<file path="config.mk">
export PLATFORM = sky130hd
export DESIGN_NAME = uart_tx_line_ctrl
export DESIGN_NICKNAME = d
export VERILOG_FILES = /design/src/rtl/uart_tx_pkg.sv /design/src/rtl/uart_tx_rr_arb.sv /design/src/rtl/uart_tx_line_ctrl.sv
export SDC_FILE = /design/constraint.sdc
export NUM_CORES = 1
export LEC_CHECK = 0
export ABC_CLOCK_PERIOD_IN_PS = 3900
export BUFFER_PORTS_ARGS = -buffer_cell sky130_fd_sc_hd__buf_2
export CORE_ASPECT_RATIO = 0.75
export CORE_UTILIZATION = 35
export DETAILED_ROUTE_END_ITERATION = 10
export GPL_TIMING_DRIVEN = 0
export PLACE_DENSITY = 0.52
export REMOVE_ABC_BUFFERS = 1
export SLEW_MARGIN = 20
export SYNTH_ARGS = -nofsm -noshare
export SYNTH_HDL_FRONTEND = slang
export SYNTH_HIERARCHICAL = 1
export SYNTH_SLANG_ARGS = --single-unit
</file>
<file path="constraint.sdc">
create_clock -name clk -period 3.9 [get_ports clk]
set_clock_uncertainty 0.1 [all_clocks]
set_input_delay 0.39 -clock clk [delete_from_list [all_inputs] [get_ports clk]]
set_output_delay 0.39 -clock clk [all_outputs]
set_load 0.005 [all_outputs]
</file>
<file path="src/rtl/uart_tx_pkg.sv">
// Shared types and widths for the UART TX line controller and its arbiter.
package uart_tx_pkg;

  localparam int unsigned DATA_W = 8;
  localparam int unsigned BAUD_W = 16;

  typedef enum logic [2:0] {
    ST_IDLE,
    ST_LEAD,
    ST_START,
    ST_DATA,
    ST_PARITY,
    ST_STOP,
    ST_TRAIL
  } tx_state_e;

endpackage

</file>
<file path="src/rtl/uart_tx_rr_arb.sv">
// Two-requester round-robin arbiter; grants are combinational and only issued while i_en is high.
module uart_tx_rr_arb (
  input  logic clk,
  input  logic rst_n,
  input  logic i_en,
  input  logic i_req0,
  input  logic i_req1,
  output logic o_gnt0,
  output logic o_gnt1
);

  // 1 means requester 1 was granted last, so requester 0 wins the first tie.
  logic r_last;

  always_comb begin
    o_gnt0 = 1'b0;
    o_gnt1 = 1'b0;
    if (i_en) begin
      if (i_req0 && i_req1) begin
        o_gnt0 = r_last;
        o_gnt1 = !r_last;
      end else begin
        o_gnt0 = i_req0;
        o_gnt1 = i_req1;
      end
    end
  end

  always_ff @(posedge clk or negedge rst_n) begin
    if (!rst_n) begin
      r_last <= 1'b1;
    end else if (o_gnt0) begin
      r_last <= 1'b0;
    end else if (o_gnt1) begin
      r_last <= 1'b1;
    end
  end

endmodule

</file>
<file path="src/rtl/uart_tx_line_ctrl.sv">
// UART transmitter driving a tristate pad (tx_d/tx_e) with lead/trail enable guard bits.
// Define UART_TX_PARITY_EN to insert an even-parity bit between DATA and STOP.
module uart_tx_line_ctrl
  import uart_tx_pkg::*;
#(
  parameter int unsigned LEAD_BITS  = 1,
  parameter int unsigned TRAIL_BITS = 1
) (
  input  logic              clk,
  input  logic              rst_n,
  input  logic [BAUD_W-1:0] baud_div,
  input  logic              req0_valid,
  input  logic [DATA_W-1:0] req0_data,
  input  logic              req1_valid,
  input  logic [DATA_W-1:0] req1_data,
  output logic              req0_ready,
  output logic              req1_ready,
  output logic              tx_d,
  output logic              tx_e,
  output logic              busy
);

  localparam logic [7:0] LEAD_LAST  = 8'(LEAD_BITS - 1);
  localparam logic [7:0] TRAIL_LAST = 8'(TRAIL_BITS - 1);
  localparam logic [7:0] DATA_LAST  = 8'(DATA_W - 1);

  tx_state_e         r_state;
  tx_state_e         w_state_nxt;
  logic [BAUD_W-1:0] r_div;
  logic [BAUD_W-1:0] r_baud_cnt;
  logic [7:0]        r_bit_cnt;
  logic [DATA_W-1:0] r_shift;
  logic [DATA_W-1:0] w_shift_nxt;
  logic [DATA_W-1:0] w_data;
  logic              r_pend;
  logic              r_tx_d;
  logic              r_tx_e;
  logic              r_busy;
  logic              r_rdy0;
  logic              r_rdy1;
  logic              w_tx_d_nxt;
  logic              w_bit_end;
  logic              w_to_stop;
  logic              w_pre_last_stop;
  logic              w_slot;
  logic              w_gnt0;
  logic              w_gnt1;
  logic              w_accept;

`ifdef UART_TX_PARITY_EN
  logic r_par;
`endif

  // A back-to-back byte is granted one clock ahead so its ready pulse lands on the
  // last STOP clock; r_pend then forces that clock to close the bit even though
  // r_div already holds the new byte's divider.
  assign w_bit_end = r_pend || (r_baud_cnt == r_div);

`ifdef UART_TX_PARITY_EN
  assign w_to_stop = (r_state == ST_PARITY) && w_bit_end;
`else
  assign w_to_stop = (r_state == ST_DATA) && w_bit_end && (r_bit_cnt == DATA_LAST);
`endif

  assign w_pre_last_stop = (w_to_stop && (r_div == '0)) ||
                           ((r_state == ST_STOP) && !w_bit_end &&
                            ((r_baud_cnt + 16'd1) == r_div));
  assign w_slot   = (r_state == ST_IDLE) || w_pre_last_stop;
  assign w_accept = w_gnt0 || w_gnt1;
  assign w_data   = w_gnt0 ? req0_data : req1_data;

  uart_tx_rr_arb u_arb (
    .clk    (clk),
    .rst_n  (rst_n),
    .i_en   (w_slot),
    .i_req0 (req0_valid),
    .i_req1 (req1_valid),
    .o_gnt0 (w_gnt0),
    .o_gnt1 (w_gnt1)
  );

  always_comb begin
    w_state_nxt = r_state;
    case (r_state)
      ST_IDLE: begin
        if (w_accept) w_state_nxt = (LEAD_BITS == 0) ? ST_START : ST_LEAD;
      end
      ST_LEAD: begin
        if (w_bit_end && (r_bit_cnt == LEAD_LAST)) w_state_nxt = ST_START;
      end
      ST_START: begin
        if (w_bit_end) w_state_nxt = ST_DATA;
      end
      ST_DATA: begin
        if (w_bit_end && (r_bit_cnt == DATA_LAST)) begin
`ifdef UART_TX_PARITY_EN
          w_state_nxt = ST_PARITY;
`else
          w_state_nxt = ST_STOP;
`endif
        end
      end
`ifdef UART_TX_PARITY_EN
      ST_PARITY: begin
        if (w_bit_end) w_state_nxt = ST_STOP;
      end
`endif
      ST_STOP: begin
        if (w_bit_end) begin
          if (r_pend)               w_state_nxt = ST_START;
          else if (TRAIL_BITS == 0) w_state_nxt = ST_IDLE;
          else                      w_state_nxt = ST_TRAIL;
        end
      end
      ST_TRAIL: begin
        if (w_bit_end && (r_bit_cnt == TRAIL_LAST)) w_state_nxt = ST_IDLE;
      end
      default: w_state_nxt = ST_IDLE;
    endcase
  end

  always_comb begin
    w_shift_nxt = r_shift;
    if (w_accept) begin
      w_shift_nxt = w_data;
    end else if ((r_state == ST_DATA) && w_bit_end) begin
      w_shift_nxt = r_shift >> 1;
    end
  end

  always_comb begin
    w_tx_d_nxt = 1'b1;
    case (w_state_nxt)
      ST_START:  w_tx_d_nxt = 1'b0;
      ST_DATA:   w_tx_d_nxt = w_shift_nxt[0];
`ifdef UART_TX_PARITY_EN
      ST_PARITY: w_tx_d_nxt = r_par;
`endif
      default:   w_tx_d_nxt = 1'b1;
    endcase
  end

  always_ff @(posedge clk or negedge rst_n) begin
    if (!rst_n) begin
      r_state    <= ST_IDLE;
      r_div      <= '0;
      r_baud_cnt <= '0;
      r_bit_cnt  <= '0;
      r_shift    <= '0;
      r_pend     <= 1'b0;
      r_tx_d     <= 1'b1;
      r_tx_e     <= 1'b0;
      r_busy     <= 1'b0;
      r_rdy0     <= 1'b0;
      r_rdy1     <= 1'b0;
    end else begin
      r_state    <= w_state_nxt;
      r_shift    <= w_shift_nxt;
      r_pend     <= w_accept && (r_state != ST_IDLE);
      r_baud_cnt <= ((r_state == ST_IDLE) || w_bit_end) ? '0 : r_baud_cnt + 16'd1;
      if (w_accept) r_div <= baud_div;
      if (w_state_nxt != r_state) begin
        r_bit_cnt <= '0;
      end else if (w_bit_end) begin
        r_bit_cnt <= r_bit_cnt + 8'd1;
      end
      r_tx_d <= w_tx_d_nxt;
      r_tx_e <= (w_state_nxt != ST_IDLE);
      r_busy <= (w_state_nxt != ST_IDLE);
      r_rdy0 <= w_gnt0;
      r_rdy1 <= w_gnt1;
    end
  end

`ifdef UART_TX_PARITY_EN
  always_ff @(posedge clk or negedge rst_n) begin
    if (!rst_n) begin
      r_par <= 1'b0;
    end else if (w_accept) begin
      r_par <= ^w_data;
    end
  end
`endif

  assign req0_ready = r_rdy0;
  assign req1_ready = r_rdy1;
  assign tx_d       = r_tx_d;
  assign tx_e       = r_tx_e;
  assign busy       = r_busy;

endmodule

</file>
# Yosys cells after proc, flatten, opt, wreduce, memory -nomap -nowiden
# Cells that the tools add are included.
[word_totals]
regBits = 57
in_bits = 36
output_inout_bits = 5
wordCells = 70
[op_classes]
add_sub_neg = 2
eq_ne = 11
mux = 21
n_reduce_logical = 24
[ops]
columns = ["cell", "n"]
rows = [
  ["two-way mux 8 bit", 5],
  ["== test 16 bit", 2],
  ["two-way mux 3 bit", 7],
  ["case mux 3 bit (6 select lines)", 1],
  ["adder 16 x 1 -> 16 bit, second input constant", 1],
  ["zero test 16 bit", 1],
  ["two-way mux 16 bit", 1],
  ["== test 3 x 2 -> 1 bit, second input constant", 4],
  ["logical AND 1 bit", 9],
  ["adder 8 x 1 -> 8 bit, second input constant", 1],
  ["== test 8 x 3 -> 1 bit, second input constant", 1],
  ["zero test 8 bit", 1],
  ["== test 3 bit, second input constant", 2],
  ["two-way mux 1 bit", 6],
  ["nonzero test 2 bit", 3],
  ["nonzero test 3 bit", 2],
  ["logical OR 1 bit", 5],
  ["== test 3 x 1 -> 1 bit, second input constant", 1],
  ["zero test 3 bit", 1],
  ["!= test 3 bit", 1],
  ["zero test 1 bit", 2],
  ["case mux 1 bit (2 select lines)", 1],
]

# Longest topological paths before layout
# Gate-level depths: netlist of the first run.
[depth]
ltp_word = 13
depth_mapped = 15
ltp_nobuf = 14

# By module
# The synthesis of the first run kept the hierarchy.
[by_module_without_submodules]
columns = ["mod", "instances", "cells_per_inst", "area_each_um2", "seq_area_each_um2"]
rows = [
  ["uart_tx_line_ctrl", 1, 320, 3246.9, 1402.6],
  ["uart_tx_rr_arb", 1, 8, 62.6, 26.3],
]

# Worst setup path before layout of the first run
# OpenSTA, ideal clock, no wires.
[synth_path]
kind = "reg-to-reg"
start = "register r_baud_cnt[0]"
end = "register r_tx_d (netlist: tx_d)"
setup_time_ns = 0.084
arrival_time_ns = 3.253
required_time_ns = 3.716
setup_slack_ns = 0.463
path_stages_with_launch = 15
path_buffers = 0
synth_period_minus_slack_ns = 3.437
cell_sequence = "dfrtp_1 -> ha_1 -> xnor2_1 -> xnor2_1 -> a311oi_2 -> o2111ai_1 -> or4_1 -> o41ai_2 -> nand2_1 -> a21oi_1 -> clkinv_1 -> nand2_1 -> o22ai_1 -> a31o_1 -> o2111ai_1"
[synth_via]
elab_chain_len = 13
word_cells_on_any_way = 30
classes_between = "1 x add/sub; 4 x eq/ne; 13 x mux; 12 x reduce/logical"
[synth_rtl]
columns = ["element", "line", "text"]
rows = [
  ["start, declared", "uart_tx_line_ctrl.sv:30", "logic [BAUD_W-1:0] r_baud_cnt;"],
  ["start signal, assigned", "uart_tx_line_ctrl.sv:160", "r_baud_cnt <= ((r_state == ST_IDLE) || w_bit_end) ? '0 : r_baud_cnt + 16'd1;"],
  ["branches (longest 5 deep; another with adder 16 x 1 -> 16 bit)", "--", ""],
  ["logical OR 1 bit *", "uart_tx_line_ctrl.sv:65", "assign w_pre_last_stop = (w_to_stop && (r_div == '0)) ||"],
  ["logical OR 1 bit *", "uart_tx_line_ctrl.sv:68", "assign w_slot = (r_state == ST_IDLE) || w_pre_last_stop;"],
  ["named net w_slot", "uart_tx_line_ctrl.sv:45", "logic w_slot;"],
  ["two-way mux 1 bit *", "uart_tx_rr_arb.sv:18", "if (i_en) begin"],
  ["named net w_gnt0", "uart_tx_line_ctrl.sv:46", "logic w_gnt0;"],
  ["logical OR 1 bit", "uart_tx_line_ctrl.sv:69", "assign w_accept = w_gnt0 || w_gnt1;"],
  ["two-way mux 3 bit", "uart_tx_line_ctrl.sv:86", "if (w_accept) w_state_nxt = (LEAD_BITS == 0) ? ST_START : ST_LEAD;"],
  ["case mux 3 bit (6 select lines)", "uart_tx_line_ctrl.sv:84", "case (r_state)"],
  ["== test 3 x 2 -> 1 bit", "uart_tx_line_ctrl.sv:133", "case (w_state_nxt)"],
  ["case mux 1 bit (2 select lines) *", "uart_tx_line_ctrl.sv:133", ""],
  ["named net w_tx_d_nxt", "uart_tx_line_ctrl.sv:41", "logic w_tx_d_nxt;"],
  ["end signal, assigned", "uart_tx_line_ctrl.sv:167", "r_tx_d <= w_tx_d_nxt;"],
  ["end, declared", "uart_tx_line_ctrl.sv:36", "logic r_tx_d;"],
]
# Mark *: on every way through the listed nets, which the timed path passes. The select of a mux whose other input is x is not followed.
# A chain may end at the register's enable or synchronous reset.

# Final worst setup path of the first run
# Same ends and word-level chain as after synthesis.

==> results of run 1 <==
-- synthesized netlist by cell type (4+ instances only) --
cell	number	area share, %
a21oi_1	13	2.0
and3_1	5	0.95
buf_2	8	1.2
clkbuf_1	4	0.45
dfrtp_1	55	42
inv_1	11	1.2
mux2_2	16	5.4
mux2i_1	6	1.8
nand2_1	21	2.4
nand3_1	16	2.4
nand4_1	5	0.95
nor2_1	34	3.9
nor3_1	8	1.2
nor4_1	7	1.3
o21ai_0	8	1.2
o22ai_1	8	1.5
xnor2_1	22	5.8
xor2_1	20	5.3
-- state kept, by name, indices dropped and copies added (netlist names), 3 cells and up --
register    cells
r_baud_cnt     16
r_shift         8
r_bit_cnt       8
r_state         3
r_div          16
-- per-layer routing --
layer	GRT usage (%)	wire, um	vias up
met5	0	0	-
met4	4.01	65	0
met3	5.24	419	7
met2	23.3	3240	61
met1	28.1	4380	1251
li1	-	-	1271
-- repair_timing --
action	4_1_cts	5_1_grt
cloned	1	0
pin swaps	3	6
endpoints found under the setup margin	18	12
resized for setup	8	18
setup buffers	2	11
-- worst max-delay path, stage by stage (launching register included) --
cell	delay, ps
dfrtp_2	440
ha_4	260
xnor2_2	140
nand4_1	150
a311oi_2	290
o2111ai_1	140
or4_4	520
o41ai_4	470
nand2_1	160
a21oi_4	240
inv_4	110
nand2_8	110
o22ai_1	80
a31o_1	250
o2111ai_2	200
-- cells by family (layout without fill, tap and decap cells) --
group           after synthesis  count (layout)  share of synthesized area [%]
compound gates               55              55                           11.9
buf+inv                      27              81                           3.82
simple gates                120             121                           20.3
flops                        57              57                           43.2
xor+xnor                     44              44                           12.5
fa+ha+maj                     3               3                           1.13
mux                          22              22                           7.26
-- layout make-up --
class                           instances  area, um2
Clock buffer                           13        250
Sequential cell                        57       1430
Tap cell                              128        160
Clock inverter                          3       40.0
Fill cell                             870       4990
Inverter                               12       47.5
Timing Repair Buffer                   53        304
Multi-Input combinational cell        245       1890
-- worst paths after layout --
| check | start | endpoint | slack, ps | depth (start not counted) |
|---|---|---|---|---|
| worst max-delay path | r_baud_cnt[0] | tx_d | 150 | 14 |
| worst max register to register | r_baud_cnt[0] | tx_d | 150 | 14 |
| worst min register to register | r_baud_cnt[0] | r_baud_cnt[0] | 410 | 1 |
| min in group clk | req0_data[7] | r_shift[7] | 180 | 2 |
| worst min-delay path | rst_n | r_bit_cnt[5] | 10 | 1 |
| max in group asynchronous | rst_n | r_baud_cnt[0] | 3140 | 1 |
-- placed cells by master, fill, tap and decap left out, types with 5 or more instances in the layout --
cell type / count
xnor2_1: 20
o21ai_0: 8
buf_4: 13
a21oi_1: 11
inv_1: 11
o22ai_1: 8
dfrtp_1: 52
nand3_1: 16
mux2_2: 16
buf_2: 39
nand4_1: 5
nor3_1: 7
and3_1: 5
mux2i_1: 6
clkbuf_16: 9
nand2_1: 19
nor2_1: 33
nor4_1: 6
xor2_1: 19
-- where the power goes --
group | switching, mW | internal (mW)
clock | 0.257 | 0.509
sequential | 0.244 | 0.788
combinational | 0.625 | 0.584
total | 1.13 | 1.88
-- stage by stage --
step                std cells  power [mW]
floorplan                 313        1.72
global placement          481        2.00
detailed placement        481        2.03
CTS                       500        2.88
global route              511        3.21
finish                    511        3.01
==> metrics.txt, run 1 <==
drt pass-1 iters=4; CTS tree=done; Worst Setup End Kind=flip-flop; maximum vdd drop=0.000318 V; status=complete, no violations; worst setup margin=152 ps; post-route cell area=4130 um2; CTS Root Cell=clkbuf_16; IO Count=41; Main synth FF type=dfrtp_1; Synth Register Bits=57; Tmin final=3750 ps; RD Place Congestion=approximately 0.82; initial core utilization=36.3%; initial antenna violation count=0; per-cell routed wire length=15.9 um; Slew @ Worst Pin=746 ps; final wirelength=8.10 mm; clk_lat worst skew=approximately 320 ps; Setup Crit Path Kind=flip-flop to flip-flop; Max-cap violations=0; Yosys cell types=between 60 and 70; Post-DRT Antenna Nets=0; Worst setup SP type=flip-flop; vias=2590; period utilization=a little over nine tenths; worst-path maximum fanout=10; fmax=0.267 GHz; Syn. warnings=6; DP Area=~3600 um2; CTS clk-pin slew, worst paths=50 ps; global route overflow=0; Worst Setup Slack post-DPL=-415 ps; Finished Core Util=45.3%; Max-slew headroom=50.3%; core box area=9120 um2; share of cells above drive strength 1=30.5%; sequential-to-total area share from yosys stat=43.2%; Core Rows=30; Die Y=86.2 um; vias in the first global route=approximately 2.4k; global-route wire length before repair=about 13 mm; pwr/cell area=729 nW/um2; final hold viol count=0; Sink Count=57; Antenna diodes=0; dpl hpwl=5.61 mm; Num CTS Buffers=9; Die Span X=114 um; # nets final=417; Hold Crit Class=input port to async pin; Syn Inst Count=around 330; syn avg cell area=between 10 and 15 um2; final routed DRC violation total=0; hold buffer count at CTS=0; drt initial violations=141; FFs w/ async S/R, synth=100%; Global Route Usage Sum=17.8%; number of setup violations in the final report=0; largest net degree at the start of global routing=58; Setup TNS Final=0 ps; Pins Over Slew Limit=0; worst hold slack=13.0 ps; Area growth, synth to finish=24.7%; full die area=9850 um2; H-Tree Depth=3; Clock Tree Buf Depth=2; number of synthesized flops with an enable pin=0; Mapped Area=3310 um2; CP required=4040 ps; drt via density=approximately 5; leak pwr=about 1.7 nW; port bufs=40; WP data arrival=3890 ps
Power figures use the tool's default switching activity.
==> inputs of run 2 (changes only) <==
CTS_BUF_LIST = sky130_fd_sc_hd__clkbuf_8   (was not set)
==> run 2 against run 1 <==
Worst hold slack worse by 7.6 ps. Sequential power hardly changed. First-iteration DRC count is 17% lower. Register-to-register slack worse by 60 ps. Combinational power hardly changed. Non-clock buffer count is 1 higher. Wire length is 0.42% higher. Global-route usage is 0.092 points higher. Critical path type unchanged. Largest cell class unchanged.
==> metrics.txt, run 2 (same netlist as run 1, synthesis figures left out) <==
global-route wire length before repair=13.2 mm (+0.11%); final hold viol count=0 (unchanged); Setup Crit Path Kind=flip-flop to flip-flop; drt pass-1 iters=4 (unchanged); Clock Tree Buf Depth=2 (unchanged); Buffers & Inverters on Critical Path=1 (unchanged); worst r2r dst=tx_d; IO Count=41 (unchanged); Max-slew headroom=51.2% (+0.89 points); Num CTS Buffers=9 (unchanged); Worst R2R Start=r_baud_cnt[0]; Die Span X=114 um (unchanged); Die Y=86.2 um (unchanged); core box area=9120 um2 (unchanged); pwr/cell area=690 nW/um2 (-5.4%); Top delay family on crit path=compound AO/OA/AOI/OAI gates; Largest regs=r_baud_cnt x16, r_div x16; leak pwr=1.69 nW (-1.7%); Pins Over Slew Limit=0 (unchanged); vias in the first global route=2445 (+0.12%); Critical Path Max Stage Delay=510 ps (about the same); commonest non-fill, non-tap cells in the layout=52 x dfrtp_1, 39 x buf_2, 33 x nor2_1, 20 x xnor2_1; final wirelength=8.14 mm (+0.42%); per-cell routed wire length=15.9 um (+0.22%); Global Route Usage Sum=17.9% (+0.092 points); Post-DRT Antenna Nets=0 (unchanged); fmax=0.263 GHz (-1.5%); Area growth, synth to finish=21.9%; final routed DRC violation total=0 (unchanged); reg2reg path depth=14 (unchanged); RD Place Congestion=0.822 (unchanged); DP Area=3600 um2 (unchanged); commonest non-fill, non-tap cell in the layout=dfrtp_1; fillers=876 (+0.69%); Max-cap violations=0 (unchanged); Core Rows=30 (unchanged); status=complete, no violations; Met2 Routed Length=3.29 mm (+1.6%); drt initial violations=117 (-17%); CP required=4060 ps (+20 ps); Worst setup SP type=flip-flop; Slew @ Worst Pin=732 ps (-13.3 ps); largest net degree at the start of global routing=58 (unchanged); Worst Setup End Kind=flip-flop; Tmin final=3800 ps (+56.2 ps); full die area=9850 um2 (unchanged); number of setup violations in the final report=0 (unchanged); post-route cell area=4030 um2 (-2.3%); clk_lat worst skew=340 ps (+20 ps); initial core utilization=36.3% (unchanged); vias=2598 (+0.31%); dpl hpwl=5.61 mm (unchanged); global route overflow=0 (unchanged); CTS Root Cell=clkbuf_8; Hold Crit Class=input port to async pin; drt via density=5.07 (+0.11%); slowest CP cell=or4_4; H-Tree Depth=3 (unchanged); period utilization=97.5% (+1.4 points); setup slack, reg-to-reg=100 ps (-60 ps); worst-path maximum fanout=10 (unchanged); Top Metal Used=met4; wire length on met3=400 um (-4.5%); WP data arrival=3970 ps (+80 ps); WL met1=4.39 mm (+0.30%); Sink Count=57 (unchanged); share of cells above drive strength 1=30.7% (+0.18 points); worst path cell trace=ha_4 > xnor2_2 > nand4_1 > a311oi_2 > o2111ai_1 > or4_4 > o41ai_4 > nand2_1 > a21oi_4 > inv_4 > nand2_8 > o22ai_1 > a31o_1 > o2111ai_2; # nets final=418 (+0.24%); port bufs=40 (unchanged); Antenna diodes=0 (unchanged); CTS clk-pin slew, worst paths=60 ps (about the same); initial antenna violation count=0 (unchanged); hold buffer count at CTS=0 (unchanged); CTS tree=done; maximum vdd drop=0.000272 V (-14%); worst hold slack=5.44 ps (-7.56 ps)
[run 2: cell count changes in the layout (fill, tap and decap cells not counted)]
| cell | before | now |
|---|---|---|
| buf_4 | 13 | 14 |
| inv_1 | 11 | 14 |
| clkbuf_1 | 3 | 0 |
| clkbuf_16 | 9 | 0 |
| clkbuf_8 | 1 | 10 |
[run 2: area by class of cell]
cell class	instances	area, um2	area share [%]
multi-input cells	245	1890	46.9
flip-flops and latches	57	1430	35.5
repair buffers	54	312	7.72
well taps	128	160	3.97
clock buffers	10	138	3.41
clock inverters	6	51.3	1.27
inverters	12	47.5	1.18
[run 2: per-stage QoR]
step,total power [mW],worst slack [ps],TNS (ps),std cells,utilization [%]
floorplan,1.72,54.6,0,313,-
global placement,2.00,-1230,-32100,481,39.3
detailed placement,2.03,-415,-4260,481,39.5
CTS,2.65,20.6,0,500,42.3
global route,2.98,-60.6,-457,512,44.2
finish,2.78,95.6,0,512,44.2
[run 2: routing by layer]
metal | track usage (%) | vias to the layer above
met4 | 5.19 | 0
met1 | 28.1 | 1262
li1 | - | 1273
met3 | 5.38 | 5
met2 | 23.0 | 58
met5 | 0 | -
[run 2: worst max path at each step]
stage / from / end / slack (ps) / cells past startpoint
finish: r_baud_cnt[0] / tx_d / 100 / 14
global route: r_baud_cnt[0] / tx_d / -60 / 14
CTS: r_baud_cnt[0] / r_bit_cnt[7] / 20 / 15
detailed placement: r_baud_cnt[0] / r_bit_cnt[2] / -410 / 14
global placement: r_baud_cnt[3] / r_bit_cnt[0] / -1230 / 13
floorplan: r_baud_cnt[3] / tx_d / 50 / 13
[run 2: report_power, final]
part | internal, mW | switching (mW) | total (mW)
Clock | 0.303 | 0.231 | 0.534
Combinational | 0.589 | 0.627 | 1.22
Sequential | 0.787 | 0.245 | 1.03
[run 2: what timing repair did]
| item | in CTS | in global routing |
|---|---|---|
| resized for setup | 8 | 18 |
| endpoints found under the setup margin | 18 | 12 |
| gates cloned | 1 | 0 |
| setup buffers | 2 | 12 |
| pin swaps | 3 | 6 |
[run 2: worst register-to-register path, delay by kind of cell, from the launching register on]
kind,cells,cell delay [ps]
compound gates,7,1700
simple gates,4,950
flops,1,440
fa+ha+maj,1,260
xor+xnor,1,150
buf+inv,1,120
